===== src/rtl/uart_matrix_result_tx.sv =====
// Frames an NxN matrix of 16-bit results into bytes for the UART tx:
// A5, N, elements MSB-first row-major, XOR checksum of all but the header.
//
// Ports:
//   clk, rst        clock, synchronous active-high reset
//   start, size     frame request and N, sampled only in IDLE
//   rd_addr/rd_data result element read, data valid 1 clk after the address
//   tx_byte/tx_start byte request to the transmitter, held until done edge
//   tx_busy/tx_done transmitter status / done level (rising edge counts)
//   busy/done/err   frame in progress / end pulse / bad-size pulse
module uart_matrix_result_tx #(
  parameter int         MAX_SIZE   = 10,
  parameter int         ADDR_W     = 7,
  parameter int         GAP_CYCLES = 12500,
  parameter logic [7:0] HEADER     = 8'hA5
) (
  input  logic              clk,
  input  logic              rst,
  input  logic              start,
  input  logic [7:0]        size,
  output logic [ADDR_W-1:0] rd_addr,
  input  logic [15:0]       rd_data,
  output logic [7:0]        tx_byte,
  output logic              tx_start,
  input  logic              tx_busy,
  input  logic              tx_done,
  output logic              busy,
  output logic              done,
  output logic              err
);

  localparam int GW =
    (GAP_CYCLES > 0) ? $clog2(GAP_CYCLES + 1) : 1;
  localparam logic [GW-1:0] GAP_LOAD = GW'(GAP_CYCLES);
  localparam logic [7:0] MAX_N = 8'(MAX_SIZE);

  typedef enum logic [1:0] {
    S_IDLE,
    S_SEND,
    S_GAP,
    S_FETCH
  } state_t;

  // Which byte is in flight, so GAP knows what comes next.
  typedef enum logic [2:0] {
    P_HDR,
    P_N,
    P_HI,
    P_LO,
    P_CK
  } phase_t;

  state_t        state_q;
  state_t        state_d;
  phase_t        phase_q;
  logic [7:0]    n_q;
  logic [7:0]    total_q;
  logic [7:0]    e_q;
  logic [7:0]    csum_q;
  logic [7:0]    hold_lo_q;
  logic [GW-1:0] gap_q;
  logic          tx_done_q;

  logic        done_edge;
  logic        gap_zero;
  logic        size_ok;
  logic        accept;
  logic        more;
  logic [15:0] sq;
  logic        unused_tx_busy;

  assign unused_tx_busy = tx_busy;
  assign done_edge = tx_done & ~tx_done_q;
  assign gap_zero  = (gap_q == '0);
  assign size_ok   = (size != 8'd0) && (size <= MAX_N);
  // done wins over a same-cycle start
  assign accept    = (state_q == S_IDLE) && start && !done;
  assign more      = (e_q < total_q);
  assign sq        = 16'(size) * 16'(size);

  always_ff @(posedge clk) begin
    if (rst) state_q <= S_IDLE;
    else     state_q <= state_d;
  end

  always_comb begin
    state_d = state_q;
    unique case (state_q)
      S_IDLE:
        if (accept && size_ok) state_d = S_SEND;
      S_SEND:
        if (done_edge) state_d = S_GAP;
      S_GAP:
        if (gap_zero) begin
          unique case (phase_q)
            P_HDR:   state_d = S_SEND;
            P_N:     state_d = S_FETCH;
            P_HI:    state_d = S_SEND;
            P_LO:    state_d = more ? S_FETCH : S_SEND;
            default: state_d = S_IDLE;
          endcase
        end
      S_FETCH: state_d = S_SEND;
      default: state_d = S_IDLE;
    endcase
  end

  always_comb begin
    tx_start = (state_q == S_SEND);
    busy     = (state_q != S_IDLE);
  end

  always_ff @(posedge clk) begin
    if (rst) begin
      phase_q   <= P_HDR;
      n_q       <= '0;
      total_q   <= '0;
      e_q       <= '0;
      csum_q    <= '0;
      hold_lo_q <= '0;
      gap_q     <= '0;
      tx_done_q <= 1'b0;
      rd_addr   <= '0;
      tx_byte   <= '0;
      done      <= 1'b0;
      err       <= 1'b0;
    end else begin
      tx_done_q <= tx_done;
      done      <= 1'b0;
      err       <= 1'b0;
      unique case (state_q)
        S_IDLE:
          if (accept) begin
            if (size_ok) begin
              n_q     <= size;
              total_q <= sq[7:0];
              e_q     <= '0;
              csum_q  <= '0;
              phase_q <= P_HDR;
              tx_byte <= HEADER;
            end else begin
              err <= 1'b1;
            end
          end
        S_SEND:
          if (done_edge) begin
            if (phase_q != P_HDR && phase_q != P_CK)
              csum_q <= csum_q ^ tx_byte;
            gap_q <= GAP_LOAD;
          end
        S_GAP:
          if (!gap_zero) begin
            gap_q <= gap_q - GW'(1);
          end else begin
            unique case (phase_q)
              P_HDR: begin
                tx_byte <= n_q;
                phase_q <= P_N;
              end
              P_N: rd_addr <= ADDR_W'(e_q);
              P_HI: begin
                tx_byte <= hold_lo_q;
                phase_q <= P_LO;
              end
              P_LO:
                if (more) begin
                  rd_addr <= ADDR_W'(e_q);
                end else begin
                  tx_byte <= csum_q;
                  phase_q <= P_CK;
                end
              default: done <= 1'b1;
            endcase
          end
        S_FETCH: begin
          hold_lo_q <= rd_data[7:0];
          tx_byte   <= rd_data[15:8];
          e_q       <= e_q + 8'd1;
          phase_q   <= P_HI;
        end
        default: ;
      endcase
    end
  end

endmodule


===== config.mk =====
export PLATFORM = sky130hd
export DESIGN_NAME = uart_matrix_result_tx
export DESIGN_NICKNAME = d
export VERILOG_FILES = /design/src/rtl/uart_matrix_result_tx.sv
export SDC_FILE = /design/constraint.sdc
export NUM_CORES = 1
export LEC_CHECK = 0
export CAP_MARGIN = 20
export CORE_UTILIZATION = 50
export DETAILED_ROUTE_END_ITERATION = 7
export PLACE_DENSITY = 0.68
export SLEW_MARGIN = 25
export SYNTH_ARGS = -nofsm -noshare
export SYNTH_HDL_FRONTEND = slang
export SYNTH_SLANG_ARGS = --single-unit

===== constraint.sdc =====
create_clock -name clk -period 6 [get_ports clk]
set_clock_uncertainty 0.1 [all_clocks]
set_input_delay 1.8 -clock clk [delete_from_list [all_inputs] [get_ports clk]]
set_output_delay 1.8 -clock clk [all_outputs]
set_load 0.02 [all_outputs]

Yosys cells after proc, flatten, opt, wreduce, memory -nomap -nowiden
Cells that the tools add are included.
W data, S select, Z words.

storage, ports and cells
  ROM bits = 0
  output and inout port bits = 19
  word-level logic and storage cells = 101
  latch bits = 0
  RAM bits = 0
  memories kept = 0
  bits of input ports = 29
  bits in registers = 77

operators by class
  divide/modulo/power cells = 0
  equality and inequality tests = 17
  multiplexer cells = 31
  multiply operators = 1
  add/sub/neg operators = 2
  reduce and logical (&&, ||, !) cells = 28
  magnitude comparators = 2
  bitwise logic cells = 7
  shift operators = 0

operators with widths
  operator                 number
  $mux W8                  8
  $pmux W8 S3              2
  $pmux W8 S2              2
  $mux W14                 2
  $pmux W14 S2             1
  $pmux W3 S3              2
  $logic_not A14 Y1        1
  $pmux W7 S2              1
  $sub A14 B1 Y14 const B  1
  $mux W3                  4
  $reduce_and A3 Y1        4
  $ne A2 B2 Y1 const B     5
  $reduce_bool A2 Y1       5
  $add A8 B1 Y8 const B    1
  $le A8 B4 Y1 const B     1
  $lt A8 B8 Y1             1
  $mul A8 B8 Y8            1
  $mux W2                  4
  $pmux W2 S4              1
  $reduce_bool A8 Y1       1
  $xor A8 B8 Y8            1
  $mux W7                  1
  $eq A3 B2 Y1 const B     2
  $ne A2 B1 Y1 const B     3
  other kinds (20)         33

Logic depth before layout (Yosys ltp)
  depth in word-level cells = 6
  mapped depth = 15
  mapped depth without buffers = 14

Worst setup path after synthesis
Ideal clock, no wire load.

  path kind = in2reg
  start = input port size[1]
  end = register total_q[7]
  path slack = 0.983 ns
  cell stages on the path = 15
  arrival = 4.831 ns
  buffers on the path = 1
  cell sequence = clkbuf_1 -> and2_1 -> xor2_1 -> ha_1 -> a21o_1 -> fa_1 -> ha_1 -> inv_1 -> fa_1 -> inv_1 -> ha_1 -> a21o_1 -> a21oi_1 -> xnor2_1 -> a211oi_1

on the way
  cells in the longest elaborated chain, start to end = 3

RTL lines
  what                                                                   RTL line  text
  start, declared                                                        20        input logic [7:0] size,
  parallel branches: the longest is 3 deep, another holds $mul A8 B8 Y8  n/a
  end signal, assigned                                                   136       total_q <= sq[7:0];
  end, declared                                                          57        logic [7:0] total_q;

Parallel ways; which one is timed is not known.
A chain may end at the register's enable or synchronous reset.

Final worst setup path
  start = input port size[0]
  end = register total_q[7]

Same word-level chain as after synthesis.

==> impl_summary.log <==
[metrics] kind of critical path: input pin to flip-flop
[metrics] worst slew pin tran: 1.03 ns
[metrics] maximum net fanout on the critical path: 5
[metrics] final routed wirelength across all metal layers: 9740 µm
[metrics] main area contributors after synthesis: dfxtp_1 (35%), ha_1 (7.0%), mux2i_1 (6.1%)
[metrics] area of the die: 8980 µm²
[metrics] number of filler instances in the final layout: 756
[metrics] count of maximum capacitance violations: 0
[metrics] pin count of the biggest net entering global routing: 56
[metrics] Synth Area in XOR/XNOR: 0.0570
[metrics] Buf/Inv on CP: 3
[metrics] relative max-transition margin: 0.313
[metrics] Critical path origin: size[0]
[metrics] pwr/cell area: 291 nW/µm²
[metrics] category of cells accounting for the largest share of critical-path delay: adder cells
[metrics] Net Count, Synth: 542
[metrics] Adder-Cell Fraction of Synth Area: 0.107
[metrics] cell at the slowest stage of the critical path: clkdlybuf4s50_1
[metrics] RSZ-0062 raised after global routing: no
[metrics] Via Count: 3,565
[metrics] Worst setup SP type: input pin
[metrics] maximum vdd drop: 0.294 mV
[metrics] antenna viol nets, final: 0
[metrics] PnR Total Power: 1460 µW
[metrics] Num CTS Buffers: 9
[metrics] worst reg2reg setup slack: 2.74 ns
[metrics] total congestion overflow after global routing: 0
[metrics] complex-gate fraction of the synthesized area: 0.188
[metrics] delay of the slowest critical-path stage: 0.57 ns
[metrics] total negative slack for setup checks: 0 ns
[metrics] required time at the endpoint of the critical path: 6.16 ns
[metrics] GRT Overall Usage: 0.232
[metrics] Synth top area share: 0.349
[metrics] CTS HTree Levels: 3
[metrics] Vert. Die Dim: 94.7 µm
[metrics] TritonCTS clock tree: built
[metrics] Area Growth Syn to Fin: 16.9%
[metrics] number of enable-type register cells in the synthesized netlist: 0
[metrics] post-CTS repair timing setup buffer count: 0
[metrics] CP cell instances: clkdlybuf4s50_1, and2_1, xor2_1, ha_1, a21o_1, fa_1, ha_1, inv_1, fa_1, inv_1, ha_1, a21o_1, a21oi_1, xnor2_1, a211oi_1
[metrics] Detailed Routing Iterations Pass 1: 4
[metrics] cell depth of the worst setup path: 15
[metrics] unique cell type count in the Yosys netlist: 57
[metrics] crit path DAT: 5.32 ns
[metrics] clock latency on the worst-skew pair: 0.35 ns
[metrics] Boundary Pins: 48
[metrics] number of nets in the finished design: 581
[metrics] met3 Usage GRT: 0.0459
[metrics] Worst Setup Slack post-DPL: 0.443 ns
[metrics] met1 GRT Util: 0.290
[metrics] endpoint of the worst setup timing path: total_q[7]$_SDFFE_PP0P_
[metrics] violation count after the first detailed-route iteration: 172
[metrics] pins over their slew limit: 0
[metrics] worst hold-check slack: 0.358 ns
[metrics] most used standard cells in the synthesized netlist: dfxtp_1 (75), nor2_1 (45), a21oi_1 (30)
[metrics] count of instances resized after the clock tree is built: 0
[metrics] Worst Reg-to-Reg Cells: 7
[metrics] total standard cell area after synthesis: 4300 µm²
[metrics] dominant cell type by area after synthesis: dfxtp_1
[metrics] mux share of post-synthesis cell area: 0.0631
[metrics] Avg Cell Area, Syn: 8.94 µm²
[metrics] hold buffer count at cts: 0
[metrics] count of buffers inserted at the top-level ports: 46
[metrics] highest clock frequency the design can meet: 194 MHz
[metrics] simple-gate portion of the synthesized area: 0.186
[metrics] combinational family with the most area after synthesis: compound AO/OA/AOI/OAI gates
[metrics] type of the tightest min-delay check: flip-flop to flip-flop
[metrics] Floorplan Core Area: 8260 µm²
[metrics] CTS Buffer Depth: 2
[metrics] Final Hold Vio Count: 0
[metrics] final clock period utilization by the worst path: 0.860
[metrics] status: completed
[metrics] wire length per cell: 15.5 µm
[metrics] flip-flop and latch count after synthesis: 75
[metrics] most instantiated library cell after synthesis: dfxtp_1
[metrics] number of remaining DRC errors: 0
[metrics] part of the Yosys area used for sequential elements: 0.349
[metrics] capture point of the worst reg-to-reg path: tx_byte[0]$_SDFFE_PP0P_
[metrics] number of global-route vias before repair: 3,444
[metrics] total of endpoints with negative setup slack in the final report: 0
[metrics] root cell of the clock tree: clkbuf_8
[metrics] number of inserted diodes: 0
[metrics] Syn Inst Count: 481
[metrics] met2 Track Usage GR: 0.400
[metrics] DR vias/cell: 5.66
[metrics] Worst setup EP type: flip-flop
[metrics] ratio of cells with drive above 1 in the final layout: 0.0667
[metrics] wire length of the first global-routing pass: 16,300 µm
[metrics] final critical delay including setup and external delays: 5.16 ns
[metrics] number of antenna violations at the first check in global routing: 0
[metrics] Most Used Layer, Global Route: met2
[metrics] Static Leak: 0.00180 µW
[metrics] Starting Density: 0.521
[metrics] reg-to-reg startpoint: state_q[0]$_SDFFE_PP0P_
[metrics] last weighted congestion value of the routability-driven placer: 0.858
[metrics] Primary FF master, synth: dfxtp_1
[metrics] final worst-path setup slack: 0.837 ns
[metrics] placed wire-length estimate after detailed placement: 6900 µm
[metrics] number of warning messages in the yosys log: 0
[metrics] sink count of the clock tree: 75
[metrics] clock edge transition at the registers on the reported setup and hold paths: 0.08 ns
[metrics] asr flop ratio synth: 0
[metrics] most repeated library cell on the critical path: ha_1
[metrics] die width: 94.7 µm
[metrics] number of standard-cell rows in the floorplan: 33
==> final cells by class <==
| cell class | count | area [µm²] | share of cell area |
|---|---|---|---|
| multi-input combinational | 352 | 2600 | 0.517 |
| timing repair buffer | 52 | 500 | 0.0996 |
| tap | 105 | 131 | 0.0261 |
| inverter | 30 | 113 | 0.0224 |
| clock inverter | 7 | 57.6 | 0.0114 |
| clock buffer | 9 | 124 | 0.0246 |
| sequential | 75 | 1500 | 0.299 |
==> metal layers <==
layer	up-vias	routed length, µm
li1	1787	-
met1	1701	4600
met2	68	4720
met3	9	331
met4	0	89
met5	-	0
==> state kept, by name, summed over array words and instances, names as in the netlist <==
signal / flops
gap_q: 14
tx_byte: 8
total_q: 6
csum_q: 8
state_q: 2
rd_addr: 7
hold_lo_q: 8
phase_q: 3
done: 1
err: 1
e_q: 8
tx_done_q: 1
n_q: 8
==> worst min path at each step <==
stage,start,to,slack (ns),cells past startpoint
global route,total_q[4]$_SDFFE_PP0P_,total_q[4]$_SDFFE_PP0P_,0.39,2
finish,total_q[4]$_SDFFE_PP0P_,total_q[4]$_SDFFE_PP0P_,0.36,2
detailed placement,n_q[6]$_SDFFE_PP0P_,n_q[6]$_SDFFE_PP0P_,0.35,1
CTS,total_q[4]$_SDFFE_PP0P_,total_q[4]$_SDFFE_PP0P_,0.36,2
floorplan,n_q[4]$_SDFFE_PP0P_,n_q[4]$_SDFFE_PP0P_,0.33,1
global placement,total_q[2]$_SDFFE_PP0P_,total_q[2]$_SDFFE_PP0P_,0.34,2
==> power by group <==
| part | internal (µW) | leakage (µW) | switching (µW) |
|---|---|---|---|
| clock | 157 | 0.0000886 | 210 |
| combinational | 215 | 0.00111 | 292 |
| sequential | 542 | 0.000607 | 48.1 |
==> cell families (layout without fill, tap and decap cells) <==
family,Yosys count,after routing
adder cells (fa/ha/maj),32,32
AO/OA/AOI/OAI,113,113
buffers and inverters,54,98
flip-flops,75,75
multiplexers,27,27
XOR/XNOR,28,28
AND/OR/NAND/NOR,152,152
==> layout by cell type (no fill, tap or decap), types with 3 or more instances in the layout <==
cell / netlist / final
a31oi_1: 5 / 5
nor2_1: 45 / 45
buf_4: 0 / 6
inv_1: 29 / 29
clkbuf_8: 0 / 9
nand2b_1: 20 / 20
a22oi_1: 9 / 9
inv_6: 0 / 3
mux2i_1: 26 / 26
a21oi_1: 30 / 30
a2111oi_0: 6 / 6
or3_1: 4 / 4
a211oi_1: 15 / 15
ha_1: 24 / 24
nand3_1: 4 / 4
clkdlybuf4s50_1: 0 / 45
o31ai_1: 5 / 5
nand3b_1: 4 / 4
xnor2_1: 14 / 14
and2_1: 14 / 14
or4_1: 5 / 5
a221oi_1: 4 / 4
nor2b_1: 5 / 5
o21ai_0: 5 / 5
fa_1: 8 / 8
nor4_1: 6 / 6
o211ai_1: 11 / 11
xor2_1: 14 / 14
a21o_1: 8 / 8
and3_1: 4 / 4
dfxtp_1: 75 / 75
nand2_1: 25 / 25
or2_2: 5 / 5
==> stage by stage <==
stage / area [µm²] / cells / util
4_1_cts: 5030 / 630 / 0.609
6_report: 5030 / 630 / 0.609
3_3_place_gp: 4850 / 614 / 0.587
5_1_grt: 5030 / 630 / 0.609
3_5_place_dp: 4850 / 614 / 0.587
2_1_floorplan: 4300 / 481 / -
==> worst min-delay path: cells and delay by family (launching register included) <==
| kind | cells | cell delay, ns |
|---|---|---|
| flops | 1 | 0.31 |
| simple gates | 1 | 0.05 |
| compound gates | 1 | 0.05 |
(Power assumes the default switching activity.)
==> RTL change (config.mk and constraints unchanged) <==
Reset style: asynchronous (`rst`), changed in 2 clocked blocks. Comments in the files are not updated.
--- a/src/rtl/uart_matrix_result_tx.sv
+++ b/src/rtl/uart_matrix_result_tx.sv
@@ -78,7 +78,7 @@
   assign more      = (e_q < total_q);
   assign sq        = 16'(size) * 16'(size);
 
-  always_ff @(posedge clk) begin
+  always_ff @(posedge clk or posedge rst) begin
     if (rst) state_q <= S_IDLE;
     else     state_q <= state_d;
   end
@@ -110,7 +110,7 @@
     busy     = (state_q != S_IDLE);
   end
 
-  always_ff @(posedge clk) begin
+  always_ff @(posedge clk or posedge rst) begin
     if (rst) begin
       phase_q   <= P_HDR;
       n_q       <= '0;
Behaviour: differs if rst is asserted again (counterexample within 4 cycles, from zero or initial values and one cycle with rst high); with rst held inactive, the same outputs for 10 cycles.
==> RTL change against the original RTL <==
- critical path depth stayed put
- register-to-register slack improved by 0.31 ns
- clock power up 9.6%
- routed wire length increased by 7.3%
- cell area is 9.2% higher
- power rose by 47%
- area after synthesis increased by 9.8%
- sequential share of layout area increased by 4.3 points
- first-iteration DRC count down 7.0%
- worst hold slack improved by 0.030 ns
- worst setup slack gained 0.046 ns
- sequential cell count stayed put
- critical endpoint is now total_q[7]
==> RTL change: results (changes against the original RTL) <==
VDD IR max 168 uV (-43%); CP endpoint total_q[7]; most common flop cell mapped by yosys dfrtp_1; fin cells 642 (+1.9%); DP HPWL 7640 um (+11%); top post-synthesis cells by area dfrtp_1 40%, ha_1 6.4%, mux2_2 3.6%; Syn Area/Cell 9.79 um^2 (+9.5%); gpl congestion 0.831 (-3.2%); total placed instance area 5280 um^2 (+9.0%); GR Util met1 0.308 (+0.0180); worst slew pin tran 0.788 ns (-0.243 ns); pin count of the biggest net entering global routing 44 (-21%); Initial DRC Count 160 (-7.0%); syn_nets 543 (+0.18%); fill count 820 (+8.5%); vias in the first global route 3,637 (+5.6%); first-pass GRT wire length 17,700 um (+8.7%); Post-synth top cells 75 x dfrtp_1, 45 x nand2_1, 36 x inv_1; GR met3 Demand/Resource 0.0372 (-0.00865); placed cell count 626 (+2.0%); met2 Use GR 0.375 (-0.0255); Worst R2R End gap_q[6]; worst r2r src state_q[0]; Lkg Pwr 2.37 nW (+31%); worst path arrival time 5.23 ns (-0.09 ns); Reg2Reg Setup Slack 3.05 ns (+0.31 ns); layout cells sized above 1 0.113 (+0.0463); WL/cell 16.3 um (+5.3%); Overall Global Routing Usage 0.227 (-0.00446); status complete, no violations; Critical path origin size[4]; Worst Reg-to-Reg Cells 7 (unchanged); nets@finish 587 (+1.0%)
RTL change: changes by cell type in the layout (fill, tap and decap cells not counted), moves of 14 or more:
cell     before  now
dfxtp_1      75    0
mux2i_1      26   12
nand2_1      25   45
nor2_1       45   28
dfrtp_1       0   75
o21ai_0       5   31
mux2_2        1   15
RTL change: cells by family (layout without fill, tap and decap cells):
kind of cell / after synthesis / after routing / synth area share
adders and majority gates: 32 / 32 / 0.0975
muxes: 28 / 28 / 0.0636
buffers and inverters: 55 / 104 / 0.0461
and+or+nand+nor: 169 / 169 / 0.198
xor gates and xnor gates: 16 / 16 / 0.0297
AOI/OAI and AO/OA: 107 / 107 / 0.168
DFF: 75 / 75 / 0.398
RTL change: critical path, cell delays in order:
cell and delay (ns):
clkdlybuf4s50_1 0.47, and2_1 0.23, xor2_1 0.16, ha_1 0.18, a21o_1 0.17, fa_1 0.44, ha_1 0.30, inv_1 0.06
fa_1 0.52, inv_1 0.04, ha_1 0.32, a21o_1 0.17, a21oi_1 0.16, xnor2_1 0.12, o21ai_0 0.09
RTL change: layout make-up:
class,count,area [um^2],area share
Inverter,36,135,0.0246
Tap cell,111,139,0.0253
Timing Repair Buffer,52,505,0.0921
Clock inverter,6,65.1,0.0119
Multi-Input combinational cell,352,2630,0.479
Sequential cell,75,1880,0.342
Clock buffer,10,138,0.0251
RTL change: how the worst min path moves through the flow:
stage	start	end	slack [ns]	depth (start not counted)
2_1_floorplan	n_q[2]	n_q[2]	0.35	2
3_3_place_gp	n_q[3]	n_q[3]	0.36	2
3_5_place_dp	n_q[6]	n_q[6]	0.37	1
4_1_cts	n_q[3]	n_q[3]	0.39	2
5_1_grt	n_q[7]	n_q[7]	0.41	1
6_report	total_q[6]	total_q[6]	0.39	2
RTL change: routing by layer:
layer | up-vias | wire [um]
met3 | 8 | 396
met1 | 1855 | 4900
met4 | 0 | 121
met5 | - | 0
met2 | 69 | 5030
li1 | 1812 | -
RTL change: per-stage QoR:
step                      hold slack [ns]  worst slack (ns)  total power [mW]
after global routing                0.407             0.638              2.31
after detailed placement            0.372             0.511              1.75
final                               0.388             0.883              2.15
after floorplan                     0.346              1.02              1.46
after CTS                           0.392             0.865              2.16
after global placement              0.361             0.551              1.72
RTL change: where the power goes:
part / internal, mW / switching, mW / leakage [nW]
combinational: 0.427 / 0.523 / 1.33
sequential: 0.651 / 0.147 / 0.935
clock: 0.204 / 0.197 / 0.102
